===== config.mk =====
export PLATFORM = sky130hd
export DESIGN_NAME = spi_target
export DESIGN_NICKNAME = d
export VERILOG_FILES = /design/src/rtl/spi_pkg.sv /design/src/rtl/spi_sync.sv /design/src/rtl/spi_target.sv
export SDC_FILE = /design/constraint.sdc
export NUM_CORES = 1
export LEC_CHECK = 0
export ABC_AREA = 1
export CAP_MARGIN = 20
export CELL_PAD_IN_SITES_DETAIL_PLACEMENT = 1
export CELL_PAD_IN_SITES_GLOBAL_PLACEMENT = 2
export CORE_UTILIZATION = 30
export CTS_CLUSTER_SIZE = 12
export DETAILED_ROUTE_END_ITERATION = 8
export GPL_TIMING_DRIVEN = 0
export PLACE_DENSITY = 0.73
export REMOVE_ABC_BUFFERS = 1
export SKIP_CTS_REPAIR_TIMING = 1
export SYNTH_ARGS = -nofsm -noshare
export SYNTH_HDL_FRONTEND = slang
export SYNTH_HIERARCHICAL = 1
export SYNTH_SLANG_ARGS = --single-unit

===== constraint.sdc =====
create_clock -name I_clk -period 1.4 [get_ports I_clk]
set_clock_uncertainty 0.2 [all_clocks]
set_input_delay 0.14 -clock I_clk [delete_from_list [all_inputs] [get_ports I_clk]]
set_output_delay 0.14 -clock I_clk [all_outputs]
set_load 0.02 [all_outputs]

===== src/rtl/spi_pkg.sv =====
// spi_pkg -- constants shared by the dual-lane SPI master and target.
//   LANES          : data lanes per direction (2 bits move per sck period)
//   SPI_MODE       : clock mode (0: sck idles low, sample on rise, shift on fall)
//   lane_t         : one bit per lane, lane 0 carries the more significant bit
//   pairs_per_word : sck periods needed for one word of a given width
package spi_pkg;

  localparam int LANES    = 2;
  localparam int SPI_MODE = 0;

  typedef logic [0:LANES-1] lane_t;

  function automatic int pairs_per_word(input int data_w);
    return data_w / LANES;
  endfunction

endpackage


===== src/rtl/spi_sync.sv =====
// spi_sync -- two-flop synchroniser followed by a rise/fall edge detector.
//   clk   : sampling clock
//   rst_n : asynchronous active-low reset, clears every stage to 0
//   din   : asynchronous input
//   rise  : one-cycle pulse on a synchronised 0->1 transition
//   fall  : one-cycle pulse on a synchronised 1->0 transition
module spi_sync (
  input  logic clk,
  input  logic rst_n,
  input  logic din,
  output logic rise,
  output logic fall
);

  logic meta_reg;
  logic sync_reg;
  logic prev_reg;

  always_ff @(posedge clk or negedge rst_n) begin
    if (!rst_n) begin
      meta_reg <= 1'b0;
      sync_reg <= 1'b0;
      prev_reg <= 1'b0;
    end else begin
      meta_reg <= din;
      sync_reg <= meta_reg;
      prev_reg <= sync_reg;
    end
  end

  assign rise = sync_reg & ~prev_reg;
  assign fall = ~sync_reg & prev_reg;

endmodule


===== src/rtl/spi_target.sv =====
// spi_target -- dual-lane SPI target (mode 0), oversampled by the system clock.
//   I_clk         : system clock, rising edge
//   I_rst         : asynchronous active-low reset
//   I_sck/I_cs_n  : serial clock and active-low chip select from the master
//   I_mosi        : master-to-target lanes, lane 0 = bit n, lane 1 = bit n-1
//   O_miso        : target-to-master lanes, 00 while deselected
//   O_rx_data     : last complete received word, O_rx_valid pulses on update
//   I_tx_data/I_tx_valid/O_tx_ready : one-word holding register for transmit
//   O_tx_underrun : pulses when a word is loaded from an empty holding register
module spi_target
  import spi_pkg::*;
#(
  parameter int DATA_W = 8
) (
  input  logic              I_clk,
  input  logic              I_rst,
  input  logic              I_sck,
  input  logic              I_cs_n,
  input  logic [0:1]        I_mosi,
  output logic [0:1]        O_miso,
  output logic [DATA_W-1:0] O_rx_data,
  output logic              O_rx_valid,
  input  logic [DATA_W-1:0] I_tx_data,
  input  logic              I_tx_valid,
  output logic              O_tx_ready,
  output logic              O_tx_underrun
);

  localparam int PAIRS = pairs_per_word(DATA_W);
  localparam int CNT_W = (PAIRS > 1) ? $clog2(PAIRS) : 1;
  localparam logic [CNT_W-1:0] LAST_PAIR = CNT_W'(PAIRS - 1);

  // ---------------------------------------------------------------- sync
  logic  sck_rise, sck_fall;
  logic  cs_n_rise, cs_n_fall;
  lane_t mosi_sync;

  spi_sync u_sck_sync (
    .clk   (I_clk),
    .rst_n (I_rst),
    .din   (I_sck),
    .rise  (sck_rise),
    .fall  (sck_fall)
  );

  spi_sync u_cs_sync (
    .clk   (I_clk),
    .rst_n (I_rst),
    .din   (I_cs_n),
    .rise  (cs_n_rise),
    .fall  (cs_n_fall)
  );

  // Data lanes get the same two-flop delay as sck so they stay aligned
  // with the detected sck edges.
  genvar gi;
  generate
    for (gi = 0; gi < LANES; gi++) begin : g_mosi_sync
      logic meta_reg;
      logic sync_reg;
      always_ff @(posedge I_clk or negedge I_rst) begin
        if (!I_rst) begin
          meta_reg <= 1'b0;
          sync_reg <= 1'b0;
        end else begin
          meta_reg <= I_mosi[gi];
          sync_reg <= meta_reg;
        end
      end
      assign mosi_sync[gi] = sync_reg;
    end
  endgenerate

  // ------------------------------------------------------- select state
  // The target only takes part after it has seen cs assert. Coming out of
  // reset with cs already low therefore ignores that transfer entirely.
  logic armed_reg;
  logic active;

  always_ff @(posedge I_clk or negedge I_rst) begin
    if (!I_rst) begin
      armed_reg <= 1'b0;
    end else if (cs_n_fall) begin
      armed_reg <= 1'b1;
    end else if (cs_n_rise) begin
      armed_reg <= 1'b0;
    end
  end

  // An sck edge seen in the same cycle as cs deassertion belongs to the
  // end of the frame and must not shift or load anything.
  assign active = armed_reg & ~cs_n_rise;

  // ------------------------------------------------------------ receive
  logic [DATA_W-3:0]  rx_shift_reg;
  logic [CNT_W-1:0]   pair_cnt_reg;
  logic [DATA_W-1:0]  rx_data_reg;
  logic               rx_valid_reg;
  logic [DATA_W-1:0]  rx_word;
  logic               word_done;

  assign rx_word   = {rx_shift_reg, mosi_sync};
  assign word_done = sck_rise & active & (pair_cnt_reg == LAST_PAIR);

  always_ff @(posedge I_clk or negedge I_rst) begin
    if (!I_rst) begin
      rx_shift_reg <= '0;
      pair_cnt_reg <= '0;
      rx_data_reg  <= '0;
      rx_valid_reg <= 1'b0;
    end else begin
      rx_valid_reg <= word_done;
      if (word_done) begin
        rx_data_reg <= rx_word;
      end
      // A partial word is simply abandoned: the counter restarts and the
      // shift register contents are never published.
      if (!active) begin
        pair_cnt_reg <= '0;
      end else if (sck_rise) begin
        rx_shift_reg <= rx_word[DATA_W-3:0];
        pair_cnt_reg <= (pair_cnt_reg == LAST_PAIR) ? '0 : pair_cnt_reg + 1'b1;
      end
    end
  end

  assign O_rx_data  = rx_data_reg;
  assign O_rx_valid = rx_valid_reg;

  // ----------------------------------------------------------- transmit
  logic [DATA_W-1:0] tx_shift_reg;
  logic [DATA_W-1:0] hold_data_reg;
  logic              hold_full_reg;
  logic              underrun_reg;
  logic              tx_load;
  logic              tx_shift;
  logic              tx_accept;

  // Loads happen at frame start and at the falling edge that opens each
  // following word (counter already wrapped to 0 by the previous rise).
  assign tx_load   = cs_n_fall | (sck_fall & active & (pair_cnt_reg == '0));
  assign tx_shift  = sck_fall & active & (pair_cnt_reg != '0);
  assign tx_accept = I_tx_valid & ~hold_full_reg;

  always_ff @(posedge I_clk or negedge I_rst) begin
    if (!I_rst) begin
      tx_shift_reg  <= '0;
      hold_data_reg <= '0;
      hold_full_reg <= 1'b0;
      underrun_reg  <= 1'b0;
    end else begin
      underrun_reg <= tx_load & ~hold_full_reg;
      if (tx_load) begin
        tx_shift_reg <= hold_full_reg ? hold_data_reg : '0;
      end else if (tx_shift) begin
        tx_shift_reg <= {tx_shift_reg[DATA_W-3:0], 2'b00};
      end
      // Accept only happens while empty, so a simultaneous load has
      // already underrun on the old state and the new word waits for the
      // next load.
      if (tx_accept) begin
        hold_data_reg <= I_tx_data;
        hold_full_reg <= 1'b1;
      end else if (tx_load) begin
        hold_full_reg <= 1'b0;
      end
    end
  end

  generate
    for (gi = 0; gi < LANES; gi++) begin : g_miso
      assign O_miso[gi] = armed_reg & tx_shift_reg[DATA_W-1-gi];
    end
  endgenerate

  assign O_tx_ready    = ~hold_full_reg;
  assign O_tx_underrun = underrun_reg;

endmodule


* Word-level counts from Yosys, hierarchy flattened
Index checks and enable logic that the tools add are counted.
** Storage, ports and cells
- Register bits after elaboration :: 46
- Input bits :: 15
- Output and inout port bits :: 13
- Logic and storage cells :: 59
** Operators by class
- $add $sub $neg :: 1
- Equal/unequal tests :: 2
- Multiplexer cells :: 10
- Bitwise logic cells :: 21
- Reduce and logical (&&, ||, !) cells :: 6
** Operators by type and width (number)
- 8-bit two-way mux :: 3
- 1-bit AND :: 14
- 2-bit nonzero test :: 4
- 2-bit two-way mux :: 3
- 1-bit inverter :: 6
- 1-bit two-way mux :: 4
- 2-bit by 1-bit adder with 2-bit output (second input constant) :: 1
- 2-bit == test (second input constant) :: 1
- 2-bit logical NOT :: 1
- 2-bit inequality test (second input constant) :: 1
- 2-bit AND reduction :: 1
- 1-bit bitwise OR :: 1

* Longest topological paths before layout
Gate-level depths: netlist of run 1.
- Depth in word-level cells :: 9
- Gate-level depth with buffers :: 9
- Mapped depth without buffers :: 9

* Cells and area by module
Netlist of run 1, hierarchy kept.
** By module, submodules not included
- spi_target :: times used 1, cells an instance 165, area an instance 1696.6 um2, seq. area each 1001.0 um2
- spi_sync :: times used 2, cells an instance 7, area an instance 90.1 um2, seq. area each 75.1 um2

* Worst setup path after synthesis of run 1
No wires, ideal clock.
- Path type :: register to register
- From :: reg pair_cnt_reg[0]
- To :: reg tx_shift_reg[0]
- Library setup time :: 0.125 ns
- Data arrival time :: 1.102 ns
- Required time :: 1.075 ns
- Path slack :: -0.026 ns
- Stages on the path, launching flop included :: 7
- Path buffers :: 0
- Period minus slack after synthesis :: 1.426 ns
- Cell sequence :: dfrtp_1 > inv_1 > ha_1 > nor2_2 > inv_1 > nand2_2 > o22ai_1
** On the way
- Word-level cells in the longest chain between the ends :: 4
- Elaborated cells on any way between the ends :: 7
- Those cells by class :: mux: 1; bitwise: 3; reduce/logical: 3
** RTL lines
- start, declared :: RTL line spi_target.sv:96 : logic [CNT_W-1:0] pair_cnt_reg;
- start signal, assigned :: RTL line spi_target.sv:122 : pair_cnt_reg <= (pair_cnt_reg == LAST_PAIR) ? '0 : pair_cnt_reg + 1'b1;
- 2-bit logical NOT :: RTL line spi_target.sv:141 : assign tx_load = cs_n_fall | (sck_fall & active & (pair_cnt_reg == '0));
- 1-bit AND :: RTL line spi_target.sv:141
- 1-bit bitwise OR :: RTL line spi_target.sv:141
- 8-bit two-way mux or 2-bit nonzero test (tied branches)
- end signal, assigned :: RTL line spi_target.sv:154 : tx_shift_reg <= hold_full_reg ? hold_data_reg : '0;
- end signal, assigned :: RTL line spi_target.sv:156 : tx_shift_reg <= {tx_shift_reg[DATA_W-3:0], 2'b00};
- end, declared :: RTL line spi_target.sv:131 : logic [DATA_W-1:0] tx_shift_reg;
Parallel ways exist; a longest one is shown, timed or not.
A chain may end at the register's enable or synchronous reset.

* Final worst setup path of run 1
- From :: reg pair_cnt_reg[1]
- To :: reg tx_shift_reg[7]
The elaborated chain is that of the path after synthesis.

==> results.yml, run 1 <==
yosys:
  synth.most_common_cell: "nand2_1"
  yosys.area.top_type_share: 0.613
  synth_common_cells: "nand2_1 (47), dfrtp_1 (46), inv_1 (23)"
  syn_inst: 179
  synth-async-reset-ratio: 1.00
  syn_area_mm2: 0.00188
  yosys.area.top_type: "dfrtp_1"
  synthFlopType: "dfrtp_1"
  ys_ff_latch: 46
  syn-mean-instance-area_um2: 10.5
  synth_area_leaders: "dfrtp_1 (61%), nand2_1 (9.4%), mux2_2 (4.8%)"
  synth_cell_type_count: 22
  ys_seq_area_frac: 0.613
  synth_edf_count: 0
  ys.warnings.count: 6
global_routing:
  grt_max_degree: 31
  grt_usage: 0.119
  grt_pass1_vias: 1266
  grt_pass1_wl_um: 5840
  overflow: 0
  antenna_found_initial: 0
timing:
  min_period_over_period: 1.05
  setup_viol_count_final: 18
  slew_viol_final: 0
  rsz0062_at_grt: "yes"
  fin_ws_ps: -69.9
  fmax_mhz: 680
  maxSlewHeadroom: 0.717
  period_needed_ps: 1470
  final.setup.tns_ps: -682
  worst_slew_pin_slew_ps: 424
  hold_violations: 0
worst_setup_path:
  rr_endpoint: "tx_shift_reg[7]$_DFFE_PN0P_"
  cp-end-kind: "flop"
  reg2reg_depth: 7
  reg2reg_slack_ps: -70
  crit_fanout: 5
  cp.arrival_ps: 1460
  timing.rr.start: "pair_cnt_reg[1]$_DFFE_PN0P_"
  critPathRequiredTime_ps: 1390
  start_kind: "flop"
  crit_type: "flop to flop"
routing:
  wl_per_cell_um: 12.8
  vias: 1288
  ant_nets: 0
  routed_wl_um: 3830
  drc: 0
  vias_per_cell: 4.31
  drt_iter0_drc: 78
  firstDrtPassIters: 4
placement:
  dp_cells: 279
  place_hpwl_um: 2290
  port_buffers: 27
  place_congestion: 0.705
  placement.cell_area_mm2: 0.00223
floorplan:
  die_w_um: 81.1
  fp.dieArea_mm2: 0.00658
  ios: 28
  start_util: 0.313
  core-area_mm2: 0.00599
  die_h_um: 81.1
  num_rows: 28
job:
  maxCapViolCount: 0
status:
  violations: "setup timing"
  status: "finished, violations left"
final_layout:
  nFillCells: 650
  num_antenna_cells: 0
  drive_above_1_share: 0.379
  postLayoutCellArea_mm2: 0.00269
  area_growth_pct: 43.3
  stdcell_count: 299
  final_nets: 240
power_and_ir_drop:
  p_per_area_mw_per_mm2: 1330
  vdd_drop_max_mv: 0.655
  p_leak_nw: 1.42
clock_network:
  clockRootBuffer: "clkbuf_8"
  cts_sinks: 46
  clk_latency_ps: 310
  clk_path_buf_depth: 2
  clk_pin_slew_ps: 100
  cts_tree: "built"
  cts_made_buffers: 5
  htree_levels: 2
worst_hold_path:
  hold_path_depth: 1
  min_to: "g_mosi_sync[1].meta_reg$_DFF_PN0_"
  hold_start: "I_mosi[1]"
  hold_path_class: "input port to flop"
critical path: stages, from the launching register on:
cell	delay [ps]
dfrtp_1	420
inv_2	70
ha_4	170
nor2_4	170
buf_12	140
a22oi_1	70
nand2_1	70
nand2_1	40
cells in the final DEF (no fill, tap or decap), types with 2 or more instances in the layout:
master and instances:
inv_4 2, inv_2 5, inv_1 18, o22ai_2 2, nand2_1 38, o21ai_2 6, clkdlybuf4s50_1 13, buf_4 3
nor2_4 3, o21ai_1 7, nand3_2 6, dfrtp_2 2, nand2_2 12, clkbuf_8 5, nor2_2 2, buf_6 2
ha_4 2, nand2_4 4, a22oi_1 3, nand2_8 2, mux2_2 8, buf_2 3, dfrtp_1 44, dlymetal6s2s_1 10
nand3_4 3, a22oi_2 3, buf_12 4
power breakdown:
group	internal, mW	switching, mW
combinational	0.399	0.439
clock	0.533	0.458
sequential	1.59	0.149
total	2.52	1.05
cell families (layout without fill, tap and decap cells):
family,after synthesis,count (layout),share of synthesized area
AND/OR/NAND/NOR,71,74,0.173
flip-flops,46,46,0.613
buffers and inverters,30,72,0.0680
AO/OA/AOI/OAI,22,22,0.0840
multiplexers,8,8,0.0480
adder cells (fa/ha/maj),2,2,0.0133
through the flow:
stage          setup WS (ps)  power [mW]  hold WS [ps]  utilization
6_report               -69.9        3.57          75.8        0.449
5_1_grt                 -177        3.82          69.9        0.449
4_1_cts                 -503        3.42          -426        0.391
3_5_place_dp            -239        2.42         -93.5        0.372
3_3_place_gp           -1360        2.39           134        0.370
2_1_floorplan          -76.2        2.18          -356            -
final cells by class:
class / count / area [um2] / share of cell area
clock buffers: 6 / 72.6 / 0.0270
inverters: 27 / 119 / 0.0442
well taps: 75 / 93.8 / 0.0349
clock inverters: 2 / 37.5 / 0.0140
flip-flops and latches: 46 / 1150 / 0.429
repair buffers: 37 / 410 / 0.153
multi-input cells: 106 / 802 / 0.298
per-layer routing:
metal	global-route usage	up-vias	part of all wire
li1	-	653	-
met3	0.0371	5	0.032
met1	0.151	610	0.47
met5	0	-	0
met4	0.0482	0	0.018
met2	0.188	20	0.48
worst max path at each step:
| stage | from | endpoint | slack [ps] |
|---|---|---|---|
| global placement | I_rst | u_sck_sync/prev_reg$_DFF_PN0_ | -1360 |
| detailed placement | pair_cnt_reg[0]$_DFFE_PN0P_ | tx_shift_reg[0]$_DFFE_PN0P_ | -240 |
| finish | pair_cnt_reg[1]$_DFFE_PN0P_ | tx_shift_reg[7]$_DFFE_PN0P_ | -70 |
| global route | u_cs_sync/sync_reg$_DFF_PN0_ | tx_shift_reg[5]$_DFFE_PN0P_ | -180 |
| floorplan | hold_full_reg$_DFFE_PN0P_ | hold_data_reg[0]$_DFFE_PN0P_ | -80 |
| CTS | hold_full_reg$_DFFE_PN0P_ | O_tx_ready | -500 |
Note: power is estimated with default switching activity, not from simulation.
==> run 2: changes to the inputs <==
CAP_MARGIN = default   (was 20)
CORE_ASPECT_RATIO = 0.5   (was default)
GPL_TIMING_DRIVEN = default   (was 0)
==> run 2 against run 1 <==
Net effect: the flow still finishes with violations (setup timing); die area rose by 0.29%; routed wire length down 2.2%; cell area rose by 1.5%; sequential share of layout area fell by 0.72 points; sequential power about the same; critical path depth rose by 1; clock-buffer cell count is 1 higher; cell count grew 3.3%; register-to-register slack got worse by 20 ps; hold slack better by 23 ps; via count grew 3.0%; non-clock buffer count grew 3.
==> results.yml, run 2 (synthesized netlist as in run 1, its figures left out) <==
status:
  status: "finished, violations left"
  violations: "setup timing"
floorplan:
  die_h_um: 57.9
  ios: 28
  num_rows: 19
  die_w_um: 114
  core-area_mm2: 0.00575
  start_util: 0.326
  fp.dieArea_mm2: 0.00660
worst_setup_path:
  cp_cell_sequence: "inv_1 -> nor2_1 -> inv_2 -> nand3_4 -> nand2_8 -> nand3_1 -> nand2_1 -> nand2_1"
  slowest_delay_ps: 420
  crit_fanout: 7
  cp-end-kind: "flop"
  timing.rr.start: "u_cs_sync/sync_reg$_DFF_PN0_"
  crit_type: "flop to flop"
  path_common_cell: "nand2_1"
  critPathLaunch: "u_cs_sync/sync_reg$_DFF_PN0_"
  slowest_stage: "dfrtp_1"
  cp.arrival_ps: 1460
  critPathRequiredTime_ps: 1370
  start_kind: "flop"
placement:
  dp_cells: 297
  place_hpwl_um: 2400
  port_buffers: 27
  place_congestion: 0.758
power_and_ir_drop:
  cell_internal_pwr_mw: 2.67
  p_leak_nw: 1.46
  clock_power_share: 0.294
  power_switching_share: 0.283
  vdd_drop_max_mv: 0.517
  power.switching_mw: 1.06
  p_per_area_mw_per_mm2: 1370
  power_frac_comb: 0.247
  power_mw: 3.73
  pwr-share-seq: 0.459
routing:
  ant_nets: 0
  drc: 0
  wl_per_cell_um: 12.1
  firstDrtPassIters: 4
  drt_iter0_drc: 58
  routed_wl_um: 3740
  vias: 1326
  vias_per_cell: 4.29
clock_network:
  clk_path_buf_depth: 2
  cts_made_buffers: 5
  clk_latency_ps: 280
  clk_pin_slew_ps: 60
  cts_sinks: 46
  htree_levels: 2
  cts_tree: "built"
  clockRootBuffer: "clkbuf_16"
timing:
  hold_ws_ps: 98.8
  setup_viol_count_final: 19
  min_period_over_period: 1.06
  period_needed_ps: 1490
  rsz0062_at_grt: "yes"
  worst_slew_pin_slew_ps: 285
  fin_ws_ps: -90.7
  slew_viol_final: 0
  maxSlewHeadroom: 0.810
  fmax_mhz: 671
  hold_violations: 0
global_routing:
  grt_pass1_vias: 1309
  grt_max_degree: 47
  antenna_found_initial: 0
  grt_usage: 0.119
  overflow: 0
  grt_pass1_wl_um: 6020
final_layout:
  num_antenna_cells: 0
  final_common_cell: "dfrtp_1"
  nFillCells: 634
  drive_above_1_share: 0.333
  area_growth_pct: 45.4
  final_nets: 242
  final_util: 0.474
  stdcell_count: 309
  most-common-layout-cells: "dfrtp_1 (46), nand2_1 (40), inv_1 (20)"
worst_hold_path:
  hold_start: "I_mosi[0]"
  hold_path_class: "input port to flop"
job:
  maxCapViolCount: 0
-- run 2: cell types whose count changed in the layout (fill, tap and decap cells not counted), sizes merged --
cell	delta
clkinv	-1
bufinv	-1
buf	+1
dlymetal6s2s	+3
nand2	-1
clkinvlp	-1
inv	+1
-- run 2: worst paths after layout --
| check | slack, ps | cells after the start | end |
|---|---|---|---|
| setup / recovery | -90 | 8 | tx_shift_reg[4]$_DFFE_PN0P_ |
| hold / removal | 100 | 1 | g_mosi_sync[0].meta_reg$_DFF_PN0_ |
| setup reg to reg | -90 | 8 | tx_shift_reg[4]$_DFFE_PN0P_ |
| hold reg to reg | 150 | 0 | g_mosi_sync[1].sync_reg$_DFF_PN0_ |
| max in group asynchronous | 620 | 3 | O_rx_data[7]$_DFFE_PN0P_ |
| min in group asynchronous | 160 | 3 | u_cs_sync/meta_reg$_DFF_PN0_ |
-- run 2: routing by layer --
layer,vias up,GRT usage,wire length [um]
met1,644,0.150,1760
met2,20,0.203,1850
met3,2,0.0345,130
met5,-,0,0
li1,660,-,-
met4,0,0.0334,13
-- run 2: worst max-delay path, delay by kind of cell (launching register included) --
family	cells	cell delay [ps]
AND/OR/NAND/NOR	6	600
flip-flops	1	420
buffers and inverters	2	150
-- run 2: cell type report --
cell class / count / area, um2 / area share
Sequential cell: 46 / 1150 / 0.422
Multi-Input combinational cell: 105 / 807 / 0.296
Clock buffer: 7 / 133 / 0.0486
Tap cell: 84 / 105 / 0.0385
Timing Repair Buffer: 40 / 422 / 0.155
Inverter: 27 / 111 / 0.0408
-- run 2: power groups by stage --
stage / Clock (mW) / Combinational, mW / Sequential (mW)
after floorplan: 0 / 0.449 / 1.73
final: 1.09 / 0.921 / 1.71
after global placement: 0 / 0.731 / 1.73
after global routing: 1.21 / 1.02 / 1.75
after detailed placement: 0 / 0.751 / 1.74
after CTS: 1.14 / 0.757 / 1.72
-- run 2: per-stage QoR --
step / setup slack, ps / TNS [ps] / area (um2)
final: -90.7 / -1100 / 2730
after global routing: -193 / -3260 / 2730
after detailed placement: -106 / -1770 / 2310
after floorplan: -76.2 / -680 / 1850
after global placement: -59.6 / -858 / 2310
after CTS: -319 / -4620 / 2440
